===== config.mk =====
export PLATFORM = sky130hd
export DESIGN_NAME = bullet_pool
export DESIGN_NICKNAME = d
export VERILOG_FILES = /design/src/rtl/bullet_pool.sv
export SDC_FILE = /design/constraint.sdc
export NUM_CORES = 1
export LEC_CHECK = 0
export ABC_AREA = 1
export BUFFER_PORTS_ARGS = -buffer_cell sky130_fd_sc_hd__clkbuf_2
export CAP_MARGIN = 25
export CORE_MARGIN = 5
export CORE_UTILIZATION = 41
export DETAILED_ROUTE_END_ITERATION = 16
export GPL_TIMING_DRIVEN = 0
export PLACE_DENSITY_LB_ADDON = 0.15
export SYNTH_ARGS = -nofsm -noshare
export SYNTH_HDL_FRONTEND = slang
export SYNTH_SLANG_ARGS = --single-unit

===== constraint.sdc =====
create_clock -name pixel_clk -period 6.85 [get_ports pixel_clk]
set_input_delay 0.3425 -clock pixel_clk [delete_from_list [all_inputs] [get_ports pixel_clk]]
set_output_delay 0.3425 -clock pixel_clk [all_outputs]
set_load 0.01 [all_outputs]

===== src/rtl/bullet_pool.sv =====
// bullet_pool: multi-slot player projectile pool with per-slot boxes and an RGB overlay.
// Optional BULLET_POOL_AUTOFIRE_EN: a held fire button re-requests a shot every frame.
module bullet_pool #(
    parameter int          NUM_BULLETS     = 4,
    parameter int          BULLET_W        = 4,
    parameter int          BULLET_H        = 12,
    parameter int          BULLET_SPEED    = 8,
    parameter int          COOLDOWN_FRAMES = 6,
    parameter int          VRES            = 480,
    parameter int          PADDLE_H        = 16,
    parameter int          SPAWN_Y         = VRES - PADDLE_H - BULLET_H,
    parameter logic [23:0] COLOR           = 24'hFFFF00
) (
    input  logic                          pixel_clk,
    input  logic                          rst_n,
    input  logic                          fsync,
    input  logic                          fire,
    input  logic [11:0]                   player_x,
    input  logic signed [11:0]            hpos,
    input  logic signed [11:0]            vpos,
    input  logic [NUM_BULLETS-1:0]        hit,
    output logic [0:2][7:0]               pixel,
    output logic [NUM_BULLETS-1:0]        bullet_active,
    output logic [12*NUM_BULLETS-1:0]     bullet_left,
    output logic [12*NUM_BULLETS-1:0]     bullet_right,
    output logic [12*NUM_BULLETS-1:0]     bullet_top,
    output logic [12*NUM_BULLETS-1:0]     bullet_bottom,
    output logic                          fire_dropped
);
    localparam int N = NUM_BULLETS;
    localparam logic signed [11:0] SPD = 12'(BULLET_SPEED);
    localparam logic signed [11:0] HW  = 12'(BULLET_W / 2);
    localparam logic signed [11:0] BH  = 12'(BULLET_H);
    localparam logic signed [11:0] SY  = 12'(SPAWN_Y);
    localparam logic [7:0]         CD  = 8'(COOLDOWN_FRAMES);

    logic [2:0]        sync;
    logic              fire_q;
    logic              fire_req;
    logic              manual;
    logic [7:0]        cooldown;
    logic signed [11:0] x [N];
    logic signed [11:0] y [N];
    logic [N-1:0]      active;
    logic [N-1:0]      free;
    logic [N-1:0]      sel;
    logic              rise;
    logic              try_fire;
    logic              spawn;
    logic              drop;
    logic              on;

    assign rise     = sync[2] & ~fire_q;
    assign free     = ~active;
    assign sel      = free & (~free + N'(1));
    // The counter expires on the same fsync that would allow the next spawn.
    assign try_fire = fsync & fire_req & (cooldown <= 8'd1);
    assign spawn    = try_fire & |free;
    assign drop     = try_fire & ~|free;

`ifdef BULLET_POOL_AUTOFIRE_EN
    logic req_auto;
    assign manual = ~req_auto;
    always_ff @(posedge pixel_clk or negedge rst_n) begin
        if (!rst_n) begin
            fire_req <= 1'b0;
            req_auto <= 1'b0;
        end else if (rise) begin
            fire_req <= 1'b1;
            req_auto <= 1'b0;
        end else if (fsync && sync[2] && (try_fire || !fire_req)) begin
            fire_req <= 1'b1;
            req_auto <= 1'b1;
        end else if (try_fire) begin
            fire_req <= 1'b0;
        end
    end
`else
    assign manual = 1'b1;
    always_ff @(posedge pixel_clk or negedge rst_n) begin
        if (!rst_n)        fire_req <= 1'b0;
        else if (rise)     fire_req <= 1'b1;
        else if (try_fire) fire_req <= 1'b0;
    end
`endif

    always_ff @(posedge pixel_clk or negedge rst_n) begin
        if (!rst_n) begin
            sync         <= '0;
            fire_q       <= 1'b0;
            cooldown     <= '0;
            fire_dropped <= 1'b0;
            active       <= '0;
            for (int i = 0; i < N; i++) begin
                x[i] <= '0;
                y[i] <= '0;
            end
        end else begin
            sync         <= {sync[1:0], fire};
            fire_q       <= sync[2];
            fire_dropped <= drop & manual;
            if (fsync)
                cooldown <= spawn ? CD : (cooldown != 8'd0 ? cooldown - 8'd1 : 8'd0);
            for (int i = 0; i < N; i++) begin
                if (hit[i] && active[i]) begin
                    active[i] <= 1'b0;
                end else if (fsync) begin
                    if (active[i]) begin
                        if (y[i] > SPD) y[i] <= y[i] - SPD;
                        else            active[i] <= 1'b0;
                    end else if (spawn && sel[i]) begin
                        active[i] <= 1'b1;
                        x[i]      <= $signed(player_x);
                        y[i]      <= SY;
                    end
                end
            end
        end
    end

    assign bullet_active = active;
    for (genvar i = 0; i < N; i++) begin : g_box
        assign bullet_left[12*i+:12]   = x[i] - HW;
        assign bullet_right[12*i+:12]  = x[i] + HW;
        assign bullet_top[12*i+:12]    = y[i];
        assign bullet_bottom[12*i+:12] = y[i] + BH;
    end

    always_comb begin
        on = 1'b0;
        for (int i = 0; i < N; i++)
            if (active[i] && hpos >= x[i] - HW && hpos <= x[i] + HW &&
                vpos >= y[i] && vpos <= y[i] + BH)
                on = 1'b1;
        pixel[2] = on ? COLOR[23:16] : 8'd0;
        pixel[1] = on ? COLOR[15:8]  : 8'd0;
        pixel[0] = on ? COLOR[7:0]   : 8'd0;
    end
endmodule


---- Word-level counts from Yosys, hierarchy flattened ----
Cells that the tools add are included.
cells by class
  $add $sub $neg .......................... 18
  magnitude comparators ................... 21
  eq/ne operators ......................... 4
  shift operators ......................... 0
  reductions and logical operators ........ 44
  mux-type cells .......................... 41
  div/mod/pow operators ................... 0
  multiply operators ...................... 0
  bitwise gates (word level) .............. 17
operator list
  cell                                                            number
  2-to-1 mux 12 bit                                               12
  >= comparator 12 bit                                            8
  <= comparator 12 bit                                            8
  adder 12 x 3 -> 12 bit, second input constant                   4
  adder 12 x 5 -> 12 bit, second input constant                   4
  greater-than comparator 12 x 5 -> 1 bit, second input constant  4
  subtractor 12 x 3 -> 12 bit, second input constant              4
  subtractor 12 x 5 -> 12 bit, second input constant              4
  AND reduction 4 bit                                             8
  2-to-1 mux 1 bit                                                26
  logical AND 1 bit                                               24
  2-to-1 mux 8 bit                                                3
  nonzero test 2 bit                                              9
  NOT 1 bit                                                       9
  <= comparator 8 x 1 -> 1 bit, second input constant             1
  != test 2 x 1 -> 1 bit, second input constant                   4
  NOT 4 bit                                                       2
  nonzero test 8 bit                                              1
  subtractor 8 x 1 -> 8 bit, second input constant                1
  bitwise AND 1 bit                                               5
  adder 4 x 1 -> 4 bit, second input constant                     1
  bitwise AND 4 bit                                               1
  OR reduction 4 bit                                              1
  zero test 1 bit                                                 1
storage, ports and cells
  register bits ........................... 114
  ROM bits ................................ 0
  memory bits (writable) .................. 0
  bits in latches ......................... 0
  bits of input ports ..................... 44
  word-level logic and storage cells ...... 162
  memories ................................ 0

---- Depth between registers and ports, before layout ----
  depth in word-level cells ............... 11
  mapped depth ............................ 23

---- Least setup slack after synthesis ----
Ideal clock, no wire load.
  path type ............................... register -> output
  from .................................... register x[37] (netlist bit)
  to ...................................... output port pixel[0] (netlist bit)
  data arrival time ....................... 3.200 ns
  path slack .............................. 3.307 ns
  cell stages (with the launch flop) ...... 20
  buffers on the path ..................... 1
  cell sequence ........................... dfrtp_1 -> inv_1 -> ha_1 -> nand4_1 -> nor3_1 -> nand3_1 -> xor2_1 -> inv_1 -> ha_1 -> nand2_1 -> nor2_1 -> and2_1 -> nand2_1 -> nand4_1 -> nand3_1 -> nand3_1 -> nor2_1 -> nor2_1 -> nand3_1 -> buf_4
RTL lines
  item                               RTL line  source
  from (decl)                        42        logic signed [11:0] x [N];
  from (signal, indexed assignment)  113       x[i] <= $signed(player_x);
  to (decl)                          22        output logic [0:2][7:0] pixel,

==> impl_metrics.yaml <==
cells_and_area:
  fin_util: 0.491
  area_delta_synth_final_pct: 17.8
  fin_nets: 2210
  drive_above_1_share: 0.186
  fin_cells: 2356
  n_antenna_cell: 0
clocking:
  clk_pin_slew_worst_paths_ns: 0.08
  root_buffer: "clkbuf_16"
  cts_resized: 0
  cts_hold_buf: 1
  post_cts_buffers: 0
  clock_latency_ns: 0.37
  clock_path_buffers: 2
  cts_tree: "built"
  cts_htree_levels: 3
  cts.sinks: 106
  numCtsBuffers: 9
pwr:
  max-vdd-ir-drop_v: 0.000145
  power_mw: 3.74
  clkPwrFrac: 0.155
  leakagePower_nw: 8.12
  internal-power_mw: 1.89
  p_comb_frac: 0.607
  switching_power_mw: 1.85
  power_density_nw_per_um2: 265
  pwr-share-seq: 0.239
  switching_share: 0.495
timing:
  fin_crit_ns: 4.82
  skew_ns: 0.00945
  setup_ws_ns: 2.03
  period_share: 0.704
  setup_violations: 0
  fin_tns_setup_ns: 0
  timing.fmax_mhz: 207
  slew_headroom: 0.524
  tightest_slew_ns: 0.713
  hold_viol_final: 0
  drv_slew: 0
  rsz0062_at_grt: "false"
worst_setup_path:
  setup.worst_path.class: "flip-flop to primary output"
  worst-r2r-cell-count: 9
  r2r_start: "cooldown[0]"
  cp-start-kind: "flip-flop"
  critPathMaxFanout: 16
  cp-end-kind: "primary output"
  worstPathRequired_ns: 6.51
  r2r_setup_slack_ns: 4.57
  arrival_ns: 4.48
  rr_endpoint: "x[4]"
placement:
  place_ws_ns: 2.26
  dp_hpwl_um: 30900
  port_buffers: 240
  placed_cells: 2339
  gp_congestion: 0.878
synthesis:
  syn_area_per_cell_um2: 7.10
  synth_seq_cells: 106
  synth_commonest_cells: "341 x nand2_1, 303 x inv_1, 199 x ha_1"
  synth_ff_type: "dfrtp_1"
  async_flop_share: 1.00
  yosys-top-cells-area: "dfrtp_1 22%, ha_1 21%, nand2_1 11%"
  synth.most_common_cell: "nand2_1"
  synth_area_leader_cell: "dfrtp_1"
  yosysSeqAreaShare: 0.221
  synth_top_area_share: 0.221
  syn_area_um2: 12000
  synth_edf_count: 0
  synthCells: 1691
  synth.distinct_cells: 51
  yosysWarnings: 0
floorplanning:
  dieWidth_um: 181
  io_pins: 265
  start_util: 0.417
  core_area_um2: 28800
  die_h_um: 181
  core.rowCount: 62
  die_area_um2: 32800
routing:
  drt-total-wl_um: 37800
  drt-initial-drc-count: 593
  avgViaCountPerCell: 4.99
  wire_per_inst_um: 16.0
  drtPass1Iterations: 5
  dr_total_vias: 11800
  ant_nets: 0
  drcViolationCount: 0
global_routing:
  grt_usage: 0.224
  grt_max_degree: 56
  overflow: 0
  grt_antenna_before_repair: 1
  grt_pass1_vias: 11500
  grt_pass1_wl_um: 59200
min_path:
  hold_class: "input pin to flip-flop"
  whs_endpoint: "sync[0]"
  whs_path_depth: 1
  min_from: "fire"
run:
  drv.max_cap_violation_count: 0
run_status:
  status: "finished, final reports clean"
==> flip-flops by register name, summed over array words and instances (netlist names) <==
| name | cells |
|---|---|
| sync | 3 |
| x | 48 |
| fire_dropped | 1 |
| fire_q | 1 |
| bullet_top | 40 |
| bullet_active | 4 |
| fire_req | 1 |
| cooldown | 8 |
==> layer usage <==
layer / vias to the layer above / GRT usage / part of all wire
met5: - / 0 / 0.00034
met4: 2 / 0.0711 / 0.028
met3: 55 / 0.0446 / 0.071
met2: 368 / 0.383 / 0.47
met1: 5412 / 0.285 / 0.43
li1: 5919 / - / -
==> area by class of cell <==
type                    instances  area (um2)
plain buffers                  84         557
clock buffers                  11         253
clock inverters                 5        66.3
fillers                      2997       14600
inverters                     312        1170
multi-input cells            1212        7700
flip-flops and latches        106        2650
well taps                     384         480
repair buffers                242        1250
==> worst max-delay path, cell delays in order, from the launching register on <==
cell and delay [ns]:
dfrtp_1 0.42, inv_1 0.23, ha_1 0.25, nand4_1 0.16, nor3_1 0.30, nand3_1 0.14
xor2_1 0.29, inv_1 0.08, ha_1 0.35, nand2_1 0.09, nor2_1 0.14, and2_1 0.16
nand2_1 0.07, nand4_1 0.07, nand3_1 0.14, nand3_1 0.13, nor2_1 0.05, nor2_1 0.13
nand3_1 0.46, buf_4 0.32, clkbuf_2 0.12
==> stage by stage <==
| step | instance area [um2] | hold slack, ns |
|---|---|---|
| after floorplan | 12100 | 0.0469 |
| after global placement | 13800 | 0.337 |
| after detailed placement | 13800 | 0.335 |
| after CTS | 14100 | 0.0755 |
| after global routing | 14100 | 0.0760 |
| final | 14100 | 0.0859 |
==> cells in the final DEF, fill, tap and decap left out, types with 4 or more instances in the layout <==
cell type / Yosys / final
nand2_1: 341 / 341
inv_1: 303 / 303
clkbuf_2: 2 / 241
ha_1: 199 / 199
nor2_1: 132 / 132
dfrtp_1: 106 / 106
xor2_1: 99 / 99
nand3_1: 81 / 81
o21ai_0: 75 / 75
a21oi_1: 75 / 75
buf_4: 53 / 53
nand4_1: 42 / 42
nor3_1: 24 / 24
conb_1: 1 / 24
clkbuf_1: 17 / 17
o21a_1: 13 / 13
a21o_1: 10 / 10
xnor2_1: 9 / 9
o21ai_2: 9 / 9
o31ai_1: 9 / 9
clkbuf_16: 0 / 9
nor4_1: 8 / 8
buf_2: 8 / 8
o211ai_1: 8 / 8
inv_2: 7 / 7
o21ai_1: 7 / 7
and2_1: 6 / 6
o31ai_2: 5 / 5
buf_6: 4 / 4
==> how the worst max path moves through the flow <==
stage,start,to,slack (ns),depth (start not counted)
final,x[37],pixel[0],2.03,20
after global routing,x[37],pixel[3],1.60,20
after CTS,x[37],pixel[7],1.84,20
after detailed placement,x[37],pixel[7],2.26,20
after global placement,x[37],pixel[8],2.36,20
after floorplan,x[37],pixel[0],3.31,19
==> power by group through the flow <==
stage	clock network (mW)	logic (mW)	registers [mW]
after CTS	0.593	2.28	0.888
after global placement	0	2.21	0.896
after detailed placement	0	2.26	0.898
after global routing	0.613	2.56	0.910
after floorplan	0	1.48	0.893
final	0.579	2.27	0.893
==> cells by family after synthesis <==
group / after synthesis / synth area share
simple gates: 657 / 0.238
buf+inv: 396 / 0.144
other cells: 1 / 0.000313
compound gates: 224 / 0.111
fa+ha+maj: 199 / 0.208
xor+xnor: 108 / 0.0788
flops: 106 / 0.221
No activity file was read; power rests on OpenSTA's default activity.
